### src/rtl/patp_core_param.sv
// Parametrised single-accumulator multi-cycle CPU; external memory via req/ack, each ack-wait cycle stretches the current state.
// LOAD/ADD/SUB/AND take 4 cycles, STORE 3, JMP/JZ/NOP 2 with zero-wait memory; request outputs hold until the completing edge.
module patp_core_param #(
  parameter int DATA_W = 8,
  parameter int ADDR_W = 5
) (
  input  logic              clk,
  input  logic              rst,
  output logic              mem_req,
  output logic              mem_we,
  output logic [ADDR_W-1:0] mem_addr,
  output logic [DATA_W-1:0] mem_wdata,
  input  logic [DATA_W-1:0] mem_rdata,
  input  logic              mem_ack,
  output logic              halted,
  output logic [ADDR_W-1:0] dbg_pc,
  output logic [DATA_W-1:0] dbg_d0,
  output logic              dbg_z
);

  localparam int OP_W = DATA_W - ADDR_W;

  localparam logic [OP_W-1:0] OP_LOAD  = OP_W'(0);
  localparam logic [OP_W-1:0] OP_STORE = OP_W'(1);
  localparam logic [OP_W-1:0] OP_ADD   = OP_W'(2);
  localparam logic [OP_W-1:0] OP_SUB   = OP_W'(3);
  localparam logic [OP_W-1:0] OP_JMP   = OP_W'(4);
  localparam logic [OP_W-1:0] OP_JZ    = OP_W'(5);
  localparam logic [OP_W-1:0] OP_AND   = OP_W'(6);
  localparam logic [OP_W-1:0] OP_HALT  = OP_W'(7);

  typedef enum logic [2:0] {
    S_IDLE,
    S_FETCH,
    S_DECODE,
    S_EXEC,
    S_WB,
    S_HALTED
  } state_t;

  state_t            state;
  logic [ADDR_W-1:0] pc;
  logic [DATA_W-1:0] ir;
  logic [DATA_W-1:0] mdr;
  logic [DATA_W-1:0] d0;
  logic              z;
  logic [DATA_W-1:0] alu_res;
  logic [OP_W-1:0]   op;
  logic [ADDR_W-1:0] opa;

  assign op  = ir[DATA_W-1:ADDR_W];
  assign opa = ir[ADDR_W-1:0];

  always_comb begin
    alu_res = d0;
    case (op)
      OP_LOAD: alu_res = mdr;
      OP_ADD:  alu_res = d0 + mdr;
      OP_SUB:  alu_res = d0 - mdr;
      OP_AND:  alu_res = d0 & mdr;
      default: alu_res = d0;
    endcase
  end

  // Request outputs are registered alongside the state so they only change on
  // transitions into FETCH/EXEC and stay put while the memory stalls.
  always_ff @(posedge clk) begin
    if (rst) begin
      state    <= S_IDLE;
      pc       <= '0;
      ir       <= '0;
      mdr      <= '0;
      d0       <= '0;
      z        <= 1'b0;
      mem_req  <= 1'b0;
      mem_we   <= 1'b0;
      mem_addr <= '0;
      halted   <= 1'b0;
    end else begin
      case (state)
        S_IDLE: begin
          state    <= S_FETCH;
          mem_req  <= 1'b1;
          mem_we   <= 1'b0;
          mem_addr <= pc;
        end
        S_FETCH: begin
          if (mem_ack) begin
            ir      <= mem_rdata;
            pc      <= pc + ADDR_W'(1);
            state   <= S_DECODE;
            mem_req <= 1'b0;
          end
        end
        S_DECODE: begin
          state    <= S_FETCH;
          mem_req  <= 1'b1;
          mem_we   <= 1'b0;
          mem_addr <= pc;
          case (op)
            OP_JMP: begin
              pc       <= opa;
              mem_addr <= opa;
            end
            OP_JZ: begin
              if (z) begin
                pc       <= opa;
                mem_addr <= opa;
              end
            end
            OP_HALT: begin
              state   <= S_HALTED;
              mem_req <= 1'b0;
              halted  <= 1'b1;
            end
            OP_LOAD, OP_STORE, OP_ADD, OP_SUB, OP_AND: begin
              state    <= S_EXEC;
              mem_addr <= opa;
              mem_we   <= (op == OP_STORE);
            end
            default: ;
          endcase
        end
        S_EXEC: begin
          if (mem_ack) begin
            if (op == OP_STORE) begin
              // The only back-to-back request: straight into the next fetch.
              state    <= S_FETCH;
              mem_we   <= 1'b0;
              mem_addr <= pc;
            end else begin
              mdr     <= mem_rdata;
              state   <= S_WB;
              mem_req <= 1'b0;
            end
          end
        end
        S_WB: begin
          d0       <= alu_res;
          z        <= (alu_res == '0);
          state    <= S_FETCH;
          mem_req  <= 1'b1;
          mem_we   <= 1'b0;
          mem_addr <= pc;
        end
        S_HALTED: ;
        default: begin
          state   <= S_IDLE;
          mem_req <= 1'b0;
        end
      endcase
    end
  end

  assign mem_wdata = d0;
  assign dbg_pc    = pc;
  assign dbg_d0    = d0;
  assign dbg_z     = z;

endmodule
### config.mk
export PLATFORM = sky130hd
export DESIGN_NAME = patp_core_param
export DESIGN_NICKNAME = d
export VERILOG_FILES = /design/src/rtl/patp_core_param.sv
export SDC_FILE = /design/constraint.sdc
export NUM_CORES = 1
export LEC_CHECK = 0
export CAP_MARGIN = 25
export CORE_AREA = 2 2 113 87
export DETAILED_ROUTE_END_ITERATION = 6
export DIE_AREA = 0 0 115 89
export PLACE_DENSITY_LB_ADDON = 0.12
export SLEW_MARGIN = 20
export SYNTH_ARGS = -nofsm -noshare
export SYNTH_HDL_FRONTEND = slang
export SYNTH_SLANG_ARGS = --single-unit
export TNS_END_PERCENT = 1
### constraint.sdc
create_clock -name clk -period 5.53 [get_ports clk]
set_input_delay 1.106 -clock clk [delete_from_list [all_inputs] [get_ports clk]]
set_output_delay 1.106 -clock clk [all_outputs]
set_load 0.05 [all_outputs]
==> reports/results.tsv <==
stage	metric	value	unit
cts	clock root cell	clkbuf_16	
cts	Longest Clk Path Bufs	2	
cts	setup bufs post-CTS	0	
critical_path	Setup CP Type	flop to flop	
drt	via count	2450	
layout	filler instances	953	
timing	Worst Hold Slack	0.477	ns
pwr	Net Sw Power	0.218	mW
synthesis	largest family of logic cells by synthesized area	simple AND/OR/NAND/NOR gates	
cts	TritonCTS buffer count	5	
synthesis	Synth Flop Type	dfxtp_1	
synthesis	sequential area share after synthesis	30.6	%
critical_path	Worst EP arrival	3.39	ns
layout	Antenna Cells	0	
synthesis	EDFF count, synth	0	
placed_design	DP Area	3060	um^2
synthesis	Mapped Area	2690	um^2
timing	worst rel slew slack	44.8	%
cts	post-cts gate resize count	0	
layout	sequential cell area	821	um^2
synthesis	top-area cell type share of the netlist area	30.6	%
critical_path	Worst Setup End Kind	flop	
timing	Max Freq	0.316	GHz
critical_path	startpoint types	flop	
pwr	Comb pwr share	17.3	%
synthesis	Post-Synth Adder-Cell Area	5.40	%
timing	worst setup margin	2.37	ns
cts	CTS sink cnt	41	
cts	worst skew pair latency	0.29	ns
synthesis	Yosys reg bits	41	
synthesis	Mean Syn Cell Area	7.85	um^2
worst_hold_path	hold path startpoint	mem_req$_SDFFE_PP0P_	
worst_hold_path	HP Class	flop to flop	
timing	TNS Setup	0	ns
cts	Reg clk slew, reported paths	0.06	ns
floorplan	Ports	41	
pwr	VDD IR-drop max	0.117	mV
synthesis	most frequent cell after synthesis	nor2_1	
synthesis	post-synthesis compound-gate area fraction	23.0	%
timing	Final Skew	0.00413	ns
global_routing	global-route wire length before repair	12300	um
floorplan	Die Area	10200	um^2
pwr	leakage power	1.12	nW
timing	final worst-path cycle share	57.2	%
layout	layout cells sized above 1	5.54	%
layout	Final Cell Area	3200	um^2
global_routing	vias in the first global route	2269	
layout	Nets	382	
synthesis	synth top area cells	dfxtp_1 (31%), a21oi_1 (7.3%), nor2_1 (6.6%), nand2_1 (5.3%), ha_1 (4.7%)	
timing	worst slew pin tran	0.827	ns
pwr	Flop pwr share	43.2	%
placed_design	post-detail-place hpwl	5600	um
timing	fin. max-slew vios	0	
pwr	Pwr per Cell Area	232	nW/um^2
pwr	Clk pwr share	39.5	%
synthesis	syn_nets	364	
pwr	Net Sw Frac	29.3	%
critical_path	largest fanout on the critical path	23	
synthesis	Synth area leader	dfxtp_1	
critical_path	Worst setup startpoint	ir[5]$_SDFFE_PP0P_	
drt	detailed-route DRC error count	0	
layout	multi-input logic area	1670	um^2
placed_design	# port buffers	40	
drt	Total Wirelength	7610	um
synthesis	top post-synthesis cells by count	nor2_1 (47), dfxtp_1 (41), a21oi_1 (39)	
drt	drt pass-1 iters	4	
floorplan	Die H	89	um
cts	TritonCTS clock tree	yes	
critical_path	CP required	5.75	ns
cts	hold buffers post-CTS	0	
placed_design	Place WS	2.39	ns
synthesis	Cells after Synth	342	
pwr	total chip power	0.743	mW
critical_path	Reg2Reg Setup Slack	2.37	ns
floorplan	Die W	115	um
floorplan	total core area	9010	um^2
synthesis	Yosys warning count	0	
floorplan	FP Rows	30	
timing	Hold Fails Final Rpt	0	
timing	Final min period	3.16	ns
layout	area growth from synthesis to layout	19.1	%
drt	Vias per Instance	5.18	
global_routing	initial antenna violation count	0	
synthesis	Async SR Flop Fraction	0	%
status	status	complete, no violations	
synthesis	post-synthesis xor/xnor area fraction	3.26	%
timing	# setup viols final	0	
drt	initial DRC count	114	
placed_design	GP Congestion	0.831	
global_routing	largest net degree at the start of global routing	39	
global_routing	Total GRT Usage	15.8	%
pwr	internal power	0.526	mW
drt	Wirelength per Cell	16.1	um
synthesis	simple-gate portion of the synthesized area	26.0	%
timing	RSZ-0062 raised after global routing	false	
drt	DRT antenna net count	0	
global_routing	GR Overflow Total	0	
floorplan	initial core utilization	29.8	%
run	Max Cap Viol	0	
synthesis	Yosys cell types	59	
synthesis	mux contribution to synthesized area	4.47	%
critical_path	worst r2r src	ir[5]$_SDFFE_PP0P_	
cts	Max H-tree Level	2	
-- metrics by stage --
stage                     instances  utilization [%]
after floorplan                 342                -
after global placement          465             33.9
after detailed placement        465             33.9
after CTS                       473             35.5
after global routing            473             35.5
final                           473             35.5
-- logic make-up (layout without fill, tap and decap cells) --
family,count (synthesis),count (layout)
flops,41,41
fa+ha+maj,11,11
simple gates,141,141
mux,12,12
buf+inv,35,54
compound gates,92,92
xor+xnor,10,10
-- layer usage --
layer / part of all wire, % / track usage, %
met3: 4.8 / 3.12
met5: 0 / 0
met4: 0.80 / 4.27
met2: 39 / 22.0
met1: 55 / 24.5
-- sequential cells by signal, indices dropped and copies added, names as in the netlist --
register and cells:
dbg_d0 8, dbg_pc 5, dbg_z 1, halted 1, ir 8, mdr 8, mem_addr 5, mem_req 1
mem_we 1, state 3
-- critical path, stage by stage, from the launching register on --
cell and delay (ns):
dfxtp_1 0.79, and3b_1 0.43, mux2i_1 0.37, ha_1 0.32, nor2b_1 0.14, o2111ai_1 0.24, a21bo_2 0.18, a311oi_1 0.10
or3_1 0.40, a21oi_1 0.12
-- area by class of cell --
class,count,share of cell area (%)
inverters,5,0.586
clock buffers,6,4.03
repair buffers,41,12.7
clock inverters,2,0.469
well taps,112,4.38
multi-input cells,266,52.2
flip-flops and latches,41,25.6
-- cells in the final DEF (no fill, tap or decap), types with 7 or more instances in the layout --
cell type / n
o21ai_0: 10
xnor2_1: 9
nand2_1: 38
nand3_1: 8
clkdlybuf4s50_1: 40
ha_1: 10
nor2_1: 47
a211oi_1: 7
dfxtp_1: 41
mux2i_1: 12
a21oi_1: 39
nand3b_1: 7
-- power by group through the flow --
stage	Sequential (mW)	Combinational [mW]	Clock, mW
5_1_grt	0.324	0.142	0.317
2_1_floorplan	0.329	0.0917	0
6_report	0.321	0.129	0.294
3_5_place_dp	0.328	0.128	0
4_1_cts	0.321	0.129	0.307
3_3_place_gp	0.328	0.129	0
-- worst paths after layout --
kind                                          endpoint  cells past startpoint
worst max-delay path            dbg_d0[5]$_SDFFE_PP0N_                      9
worst min-delay path              mem_req$_SDFFE_PP0P_                      2
worst max register to register  dbg_d0[5]$_SDFFE_PP0N_                      9
worst min register to register    mem_req$_SDFFE_PP0P_                      2
(Power assumes the default switching activity.)
